File: src/rtl/apb_master_ctrl_pkg.sv
`default_nettype none
// ============================================================================
//  Module      : apb_master_ctrl_pkg
//  Description : Shared widths, FSM encoding and timer register map for the
//                APB command master.
//  Revision    : 1.0
// ============================================================================
package apb_master_ctrl_pkg;

    localparam int APB_ADDR_W = 32;
    localparam int APB_DATA_W = 8;

    localparam logic [APB_ADDR_W-1:0] TMR_LOAD = 32'hA000;
    localparam logic [APB_ADDR_W-1:0] TMR_CTRL = 32'hA001;

    typedef enum logic [1:0] {
        ST_IDLE   = 2'd0,
        ST_SETUP  = 2'd1,
        ST_ACCESS = 2'd2,
        ST_DONE   = 2'd3
    } apb_state_t;

endpackage
`default_nettype wire

File: src/rtl/apb_master_ctrl.sv
`default_nettype none
// ============================================================================
//  Module      : apb_master_ctrl
//  Description : Single-transfer APB master with a bounded wait-state timeout.
//  Revision    : 1.0
// ============================================================================
module apb_master_ctrl
    import apb_master_ctrl_pkg::*;
#(
    parameter int WAIT_LIMIT = 16
) (
    input  logic                  pclk,
    input  logic                  preset_n,

    input  logic                  cmd_valid,
    output logic                  cmd_ready,
    input  logic [APB_ADDR_W-1:0] cmd_addr,
    input  logic                  cmd_write,
    input  logic [APB_DATA_W-1:0] cmd_wdata,

    output logic                  rsp_valid,
    output logic [APB_DATA_W-1:0] rsp_rdata,
    output logic                  rsp_err,

    output logic                  psel_o,
    output logic                  penable_o,
    output logic                  pwrite_o,
    output logic [APB_ADDR_W-1:0] paddr_o,
    output logic [APB_DATA_W-1:0] pwdata_o,
    input  logic [APB_DATA_W-1:0] prdata_i,
    input  logic                  pready_i,

    output logic                  busy
);

    localparam logic [7:0] c_WAIT_LAST = 8'(WAIT_LIMIT - 1);

    apb_state_t r_state;
    logic [7:0] r_wait_cnt;
    logic       w_accept;

    assign cmd_ready = (r_state == ST_IDLE);
    assign busy      = (r_state != ST_IDLE);
    assign w_accept  = cmd_valid && cmd_ready;

    // The async reset also clears psel/penable, so a reset mid-transfer
    // drops the bus request immediately and suppresses the response pulse.
    always_ff @(posedge pclk or negedge preset_n) begin
        if (!preset_n) begin
            r_state    <= ST_IDLE;
            r_wait_cnt <= 8'd0;
            psel_o     <= 1'b0;
            penable_o  <= 1'b0;
            pwrite_o   <= 1'b0;
            paddr_o    <= '0;
            pwdata_o   <= '0;
            rsp_valid  <= 1'b0;
            rsp_rdata  <= '0;
            rsp_err    <= 1'b0;
        end else begin
            case (r_state)
                ST_IDLE: begin
                    rsp_valid <= 1'b0;
                    if (w_accept) begin
                        paddr_o  <= cmd_addr;
                        pwrite_o <= cmd_write;
                        pwdata_o <= cmd_wdata;
                        psel_o   <= 1'b1;
                        r_state  <= ST_SETUP;
                    end
                end
                ST_SETUP: begin
                    penable_o  <= 1'b1;
                    r_wait_cnt <= 8'd0;
                    r_state    <= ST_ACCESS;
                end
                ST_ACCESS: begin
                    if (pready_i) begin
                        rsp_rdata <= pwrite_o ? '0 : prdata_i;
                        rsp_err   <= 1'b0;
                        rsp_valid <= 1'b1;
                        psel_o    <= 1'b0;
                        penable_o <= 1'b0;
                        r_state   <= ST_DONE;
                    end else begin
                        if (r_wait_cnt != 8'hFF) begin
                            r_wait_cnt <= r_wait_cnt + 8'd1;
                        end
                        if (r_wait_cnt == c_WAIT_LAST) begin
                            rsp_rdata <= '0;
                            rsp_err   <= 1'b1;
                            rsp_valid <= 1'b1;
                            psel_o    <= 1'b0;
                            penable_o <= 1'b0;
                            r_state   <= ST_DONE;
                        end
                    end
                end
                ST_DONE: begin
                    rsp_valid <= 1'b0;
                    r_state   <= ST_IDLE;
                end
                default: begin
                    r_state <= ST_IDLE;
                end
            endcase
        end
    end

endmodule
`default_nettype wire

File: config.mk
export PLATFORM = sky130hd
export DESIGN_NAME = apb_master_ctrl
export DESIGN_NICKNAME = d
export VERILOG_FILES = /design/src/rtl/apb_master_ctrl_pkg.sv /design/src/rtl/apb_master_ctrl.sv
export SDC_FILE = /design/constraint.sdc
export NUM_CORES = 1
export LEC_CHECK = 0
export CORE_MARGIN = 2
export CORE_UTILIZATION = 43
export CTS_BUF_LIST = sky130_fd_sc_hd__clkbuf_16
export CTS_CLUSTER_DIAMETER = 120
export CTS_CLUSTER_SIZE = 28
export DETAILED_ROUTE_END_ITERATION = 12
export PLACE_DENSITY = 0.8
export SLEW_MARGIN = 10
export SYNTH_ARGS = -nofsm -noshare
export SYNTH_HDL_FRONTEND = slang
export SYNTH_SLANG_ARGS = --single-unit
File: constraint.sdc
create_clock -name pclk -period 1.9 [get_ports pclk]
set_clock_uncertainty 0.1 [all_clocks]
set_input_delay 0.38 -clock pclk [delete_from_list [all_inputs] [get_ports pclk]]
set_output_delay 0.38 -clock pclk [all_outputs]
set_load 0.01 [all_outputs]
; Yosys cells after proc, flatten, opt, wreduce, memory -nomap -nowiden
; Cells that the tools add are included.
[op_classes]
reduce_logical = 15
n_mux = 19
eq_ne = 9
addsub = 1
[ops]
columns = operator, n
row1 = 8-bit two-way mux, 5
row2 = 8-bit case mux with 2 select lines, 1
row3 = 2-bit AND reduction, 5
row4 = 2-bit nonzero test, 5
row5 = 8-bit by 1-bit adder with 8-bit output (second input constant), 1
row6 = 8-bit by 4-bit equality test with 1-bit output (second input constant), 1
row7 = 8-bit inequality test (second input constant), 1
row8 = 2-bit case mux with 4 select lines, 1
row9 = 1-bit two-way mux, 6
row10 = 2-bit two-way mux, 3
row11 = 1-bit case mux with 2 select lines, 3
row12 = 3-bit AND reduction, 2
row13 = 2-bit equality test (second input constant), 2
row14 = 2-bit inequality test (second input constant), 2
row15 = 3-bit inequality test (second input constant), 1
row16 = 2-bit by 1-bit equality test with 1-bit output (second input constant), 1
row17 = 2-bit logical NOT, 1
row18 = 2-bit by 1-bit inequality test with 1-bit output (second input constant), 1
row19 = 2-bit OR reduction, 1
row20 = 1-bit logical AND, 1
[totals]
word_cells = 54
in_bits = 53
ff_bits = 63
output_inout_bits = 55

; Logic depth before layout (Yosys ltp)
; Gate-level depths: netlist (run 1).
[depth]
ltp_word = 4
depth_mapped = 7
ltp_nobuf = 6

; Least setup slack after synthesis (run 1)
; No wires, ideal clock.
[synth_timing]
kind = register -> register
start = reg r_state[0]
end = reg r_wait_cnt[4]
required_ps = 1733
setup_slack_ps = 265
arrival_time_ps = 1467
path_stages_with_launch = 7
setup_ps = 67
period_less_slack_ps = 1635
n_path_buf = 1
path_cell_list = dfrtp_1 inv_1 ha_1 clkbuf_1 nand2_1 nor4b_1 a311o_1
[synth_via]
elab_chain_len = 3
word_cells_on_any_way = 7
cone_classes = eq/ne: 4 / mux: 1 / reduce/logical: 2
[synth_rtl]
columns = element, line
row1 = "start, declared", apb_master_ctrl.sv:38  ; apb_state_t r_state;
row2 = "start signal, assigned", apb_master_ctrl.sv:50  ; r_state <= ST_IDLE;
row3 = "start signal, assigned", apb_master_ctrl.sv:69  ; r_state <= ST_SETUP;
row4 = "start signal, assigned", apb_master_ctrl.sv:75  ; r_state <= ST_ACCESS;
row5 = 2-bit equality test or 2-bit by 1-bit equality test with 1-bit output (tied branches), apb_master_ctrl.sv:61  ; case (r_state)
row6 = 2-bit inequality test (no line) or 2-bit nonzero test (tied branches), --
row7 = 3-bit AND reduction (no line), --
row8 = "end signal, assigned", apb_master_ctrl.sv:87  ; r_wait_cnt <= r_wait_cnt + 8'd1;
row9 = "end, declared", apb_master_ctrl.sv:39  ; logic [7:0] r_wait_cnt;
; Parallel ways exist; a longest one is shown, timed or not.
; A chain may end at the register's enable or synchronous reset.

; Final worst setup path (run 1)
[layout_timing]
start = reg r_state[0]
end = out busy
[layout_via]
elab_chain_len = 1
[layout_rtl]
columns = element, line
row1 = 2-bit nonzero test, apb_master_ctrl.sv:43  ; assign busy = (r_state != ST_IDLE);
row2 = "end, declared", apb_master_ctrl.sv:33  ; output logic busy
; No other way between the ends.

==> results.sh, run 1 <==
export IMPL_gp_congestion=0.8469
export IMPL_detail_route_wl_per_cell_microns=15.25
export IMPL_fillers=451
export IMPL_netSwitchingPower_mw=2.104
export IMPL_worst_setup_path_end_kind="output port"
export IMPL_grt_pass1_vias=2075
export IMPL_path_max_fanout=5
export IMPL_power_density_nw_per_um2=1660
export IMPL_drt_iter0_drc=61
export IMPL_comb_power_share_pct=44.7
export IMPL_drive_gt1_share_pct=23.99
export IMPL_cp_arrival_ns=1.35
export IMPL_grtUsageTotal_pct=18.23
export IMPL_path_cells="inv_1 > ha_4 > inv_1 > dlygate4sd2_1"
export IMPL_die_w_microns=82.30
export IMPL_antenna_left=0
export IMPL_port_buffer_count=107
export IMPL_synthDistinctLibCells=39
export IMPL_syn_area_sq_um=2636
export IMPL_cts_sinks=63
export IMPL_htree_levels=3
export IMPL_setup_viol=0
export IMPL_register_area_sq_um=1577
export IMPL_syn_inst=193
export IMPL_fin_ws_ns=0.07390
export IMPL_drc=0
export IMPL_path_class="reg -> out"
export IMPL_die_h_microns=82.30
export IMPL_layout_nets=373
export IMPL_worst_pin_slew_ns=0.5362
export IMPL_synth_top_cell_by_area="dfrtp_1"
export IMPL_slew_viol_final=0
export IMPL_synth_seq_area_share_pct=59.80
export IMPL_initial_core_util_pct=44.53
export IMPL_critPathMostFrequentCell="inv_1"
export IMPL_antenna_cells=0
export IMPL_cts_root_buffer="clkbuf_16"
export IMPL_grt_overflow_total=0
export IMPL_status="completed"
export IMPL_grt_antenna_before_repair=0
export IMPL_ir_drop_v=0.0009783
export IMPL_multi_input_area_sq_um=996.0
export IMPL_clk_pin_slew_ns=0.05
export IMPL_hpwl_microns=4356
export IMPL_area_growth_pct=58.52
export IMPL_routed_wirelength_microns=6040
export IMPL_synth_area_top_cells="dfrtp_1 (60%), mux2_2 (18%), a22o_1 (2.7%)"
export IMPL_fmax_mhz=547.6
export IMPL_cts_inserted_buffers=9
export IMPL_seqPwrFrac_pct=32.5
export IMPL_grt_pass1_wl_microns=9356
export IMPL_cts_path_max_buffers=2
export IMPL_dpl_cell_area_sq_um=3860
export IMPL_ys_warn_count=0
export IMPL_fin_area_sq_um=4179
export IMPL_vias_per_cell=5.109
export IMPL_core_sq_um=5921
export IMPL_clkPwrFrac_pct=22.9
export IMPL_switching_share_pct=30.33
export IMPL_hp_class="reg -> reg"
export IMPL_grt_max_degree=44
export IMPL_cpPeakStageDelay_ns=0.39
export IMPL_ios=108
export IMPL_period_share_pct=96.11
export IMPL_drv_cap=0
export IMPL_regToRegSetupSlack_ns=0.07
export IMPL_num_vias=2023
export IMPL_rows=28
export IMPL_clkLatencyLatePin_ns=0.31
export IMPL_cts_tree="built"
export IMPL_finalHoldViolCount=0
export IMPL_slew_headroom_pct=64.12
export IMPL_fin_util_pct=70.58
export IMPL_required_ns=1.42
export IMPL_p_leak_nw=1.798
export IMPL_synth_top_cell_area_share_pct=59.80
export IMPL_total_power_mw=6.939
export IMPL_tns_ns=0
export IMPL_synth_nets=250
export IMPL_pre_cts_ws_ns=-0.03865
export IMPL_crit_path_start_kind="register"
export IMPL_period_needed_ns=1.826
export IMPL_syn_area_per_cell_sq_um=13.66
export IMPL_postCtsSetupRepairBufs=0
export IMPL_synth_seq_cells=63
export IMPL_die_area_sq_um=6773
export IMPL_crit_slowest_cell="dfrtp_1"
export IMPL_p_int_mw=4.834
export IMPL_first_pass_iters=4
registers in the layout (all words and copies together) (netlist names):
register	flops
paddr_o	32
penable_o	1
psel_o	1
pwdata_o	8
pwrite_o	1
r_state	2
r_wait_cnt	8
rsp_err	1
rsp_rdata	8
rsp_valid	1
cell usage after synthesis (all sizes together):
cell type,count
dfrtp,63
mux2,42
nand2,10
a21oi,8
a22o,8
inv,7
buf,6
nor2,6
o21ai,5
ha,4
a2bb2oi,3
a31oi,3
clkbuf,3
and3,2
nand2b,2
nand3,2
nand4,2
nor4,2
nor4b,2
a211o,1
a211oi,1
a221o,1
a311o,1
a41o,1
and4,1
clkinv,1
mux2i,1
nor2b,1
nor3,1
o221ai,1
o22a,1
o41ai,1
cells in the final DEF, fill, tap and decap left out, drive strengths merged:
cell	instances
a22o	8
a2bb2oi	3
nor4	2
clkbuf	9
clkdlybuf4s50	104
nor2	6
nand3	2
nor2b	1
a31oi	3
dlygate4sd3	1
dlygate4sd2	2
clkinv	6
o22a	1
dfrtp	63
a311o	1
mux2i	1
a211oi	1
ha	4
and3	2
o221ai	1
nand2	10
nor4b	2
buf	14
a21oi	8
nor3	1
nand4	2
o41ai	1
a221o	1
inv	7
bufinv	1
o21ai	5
a41o	1
nand2b	2
clkinvlp	1
mux2	42
a211o	1
and4	1
metrics by stage:
step	cells	hold slack [ns]
2_1_floorplan	193	-0.01559
3_3_place_gp	379	0.2740
3_5_place_dp	379	0.2761
4_1_cts	396	0.4012
5_1_grt	396	0.4117
6_report	396	0.3962
cell families (layout without fill, tap and decap cells):
group,count (synthesis),in the layout,share of synthesized area [%]
adder cells (fa/ha/maj),4,4,1.899
buffers and inverters,17,145,2.990
flip-flops,63,63,59.80
multiplexers,43,43,18.32
AND/OR/NAND/NOR,31,31,6.835
AO/OA/AOI/OAI,35,35,10.16
timing repair:
| item | 4_1_cts | 5_1_grt |
|---|---|---|
| hold buffers | 1 | 0 |
| setup endpoints to repair | 2 | 2 |
| hold endpoints to repair | 20 | 0 |
| cloned | 0 | 0 |
| gates resized for setup | 2 | 2 |
routing by layer:
layer  wire (microns)  GRT usage [%]
met3              491          5.652
met4               94          9.167
met1             2506          22.76
met5                0              0
met2             2947          28.55
critical path: cells and delay by family (launching register included):
kind	cells	cell delay, ns
buf+inv	3	0.45
flops	1	0.39
fa+ha+maj	1	0.18
layout make-up:
cell class | instances | share of cell area (%)
Sequential cell | 63 | 37.72
Inverter | 8 | 0.7186
Clock buffer | 9 | 5.389
Clock inverter | 7 | 1.766
Tap cell | 75 | 2.246
Timing Repair Buffer | 121 | 28.32
Multi-Input combinational cell | 113 | 23.83
final timing paths:
check / startpoint / to / cells after the start
worst max-delay path: r_state[0] / busy / 4
max in group asynchronous: preset_n / r_wait_cnt[2] / 3
worst min register to register: rsp_rdata[0] / rsp_rdata[0] / 1
min in group asynchronous: preset_n / r_state[1] / 3
worst min-delay path: rsp_rdata[0] / rsp_rdata[0] / 1
worst max register to register: r_wait_cnt[0] / rsp_valid / 5
power groups by stage:
stage	Sequential [mW]	Combinational (mW)	Clock, mW
after floorplan	2.52	1.14	0
after global placement	2.24	3.03	0
after detailed placement	2.27	3.09	0
after CTS	2.25	3.09	1.63
after global routing	2.33	3.34	1.69
final	2.25	3.10	1.59
No activity file was read; power rests on OpenSTA's default activity.
==> run 2: changes to the inputs <==
--- a/config.mk
+++ b/config.mk
@@ -11,6 +11,7 @@
 export CTS_CLUSTER_DIAMETER = 120
 export CTS_CLUSTER_SIZE = 28
 export DETAILED_ROUTE_END_ITERATION = 12
+export GPL_ROUTABILITY_DRIVEN = 0
 export PLACE_DENSITY = 0.8
 export SLEW_MARGIN = 10
 export SYNTH_ARGS = -nofsm -noshare
==> results of run 2 <==
No change in the layout: final DEF, timing and power equal those of run 1.
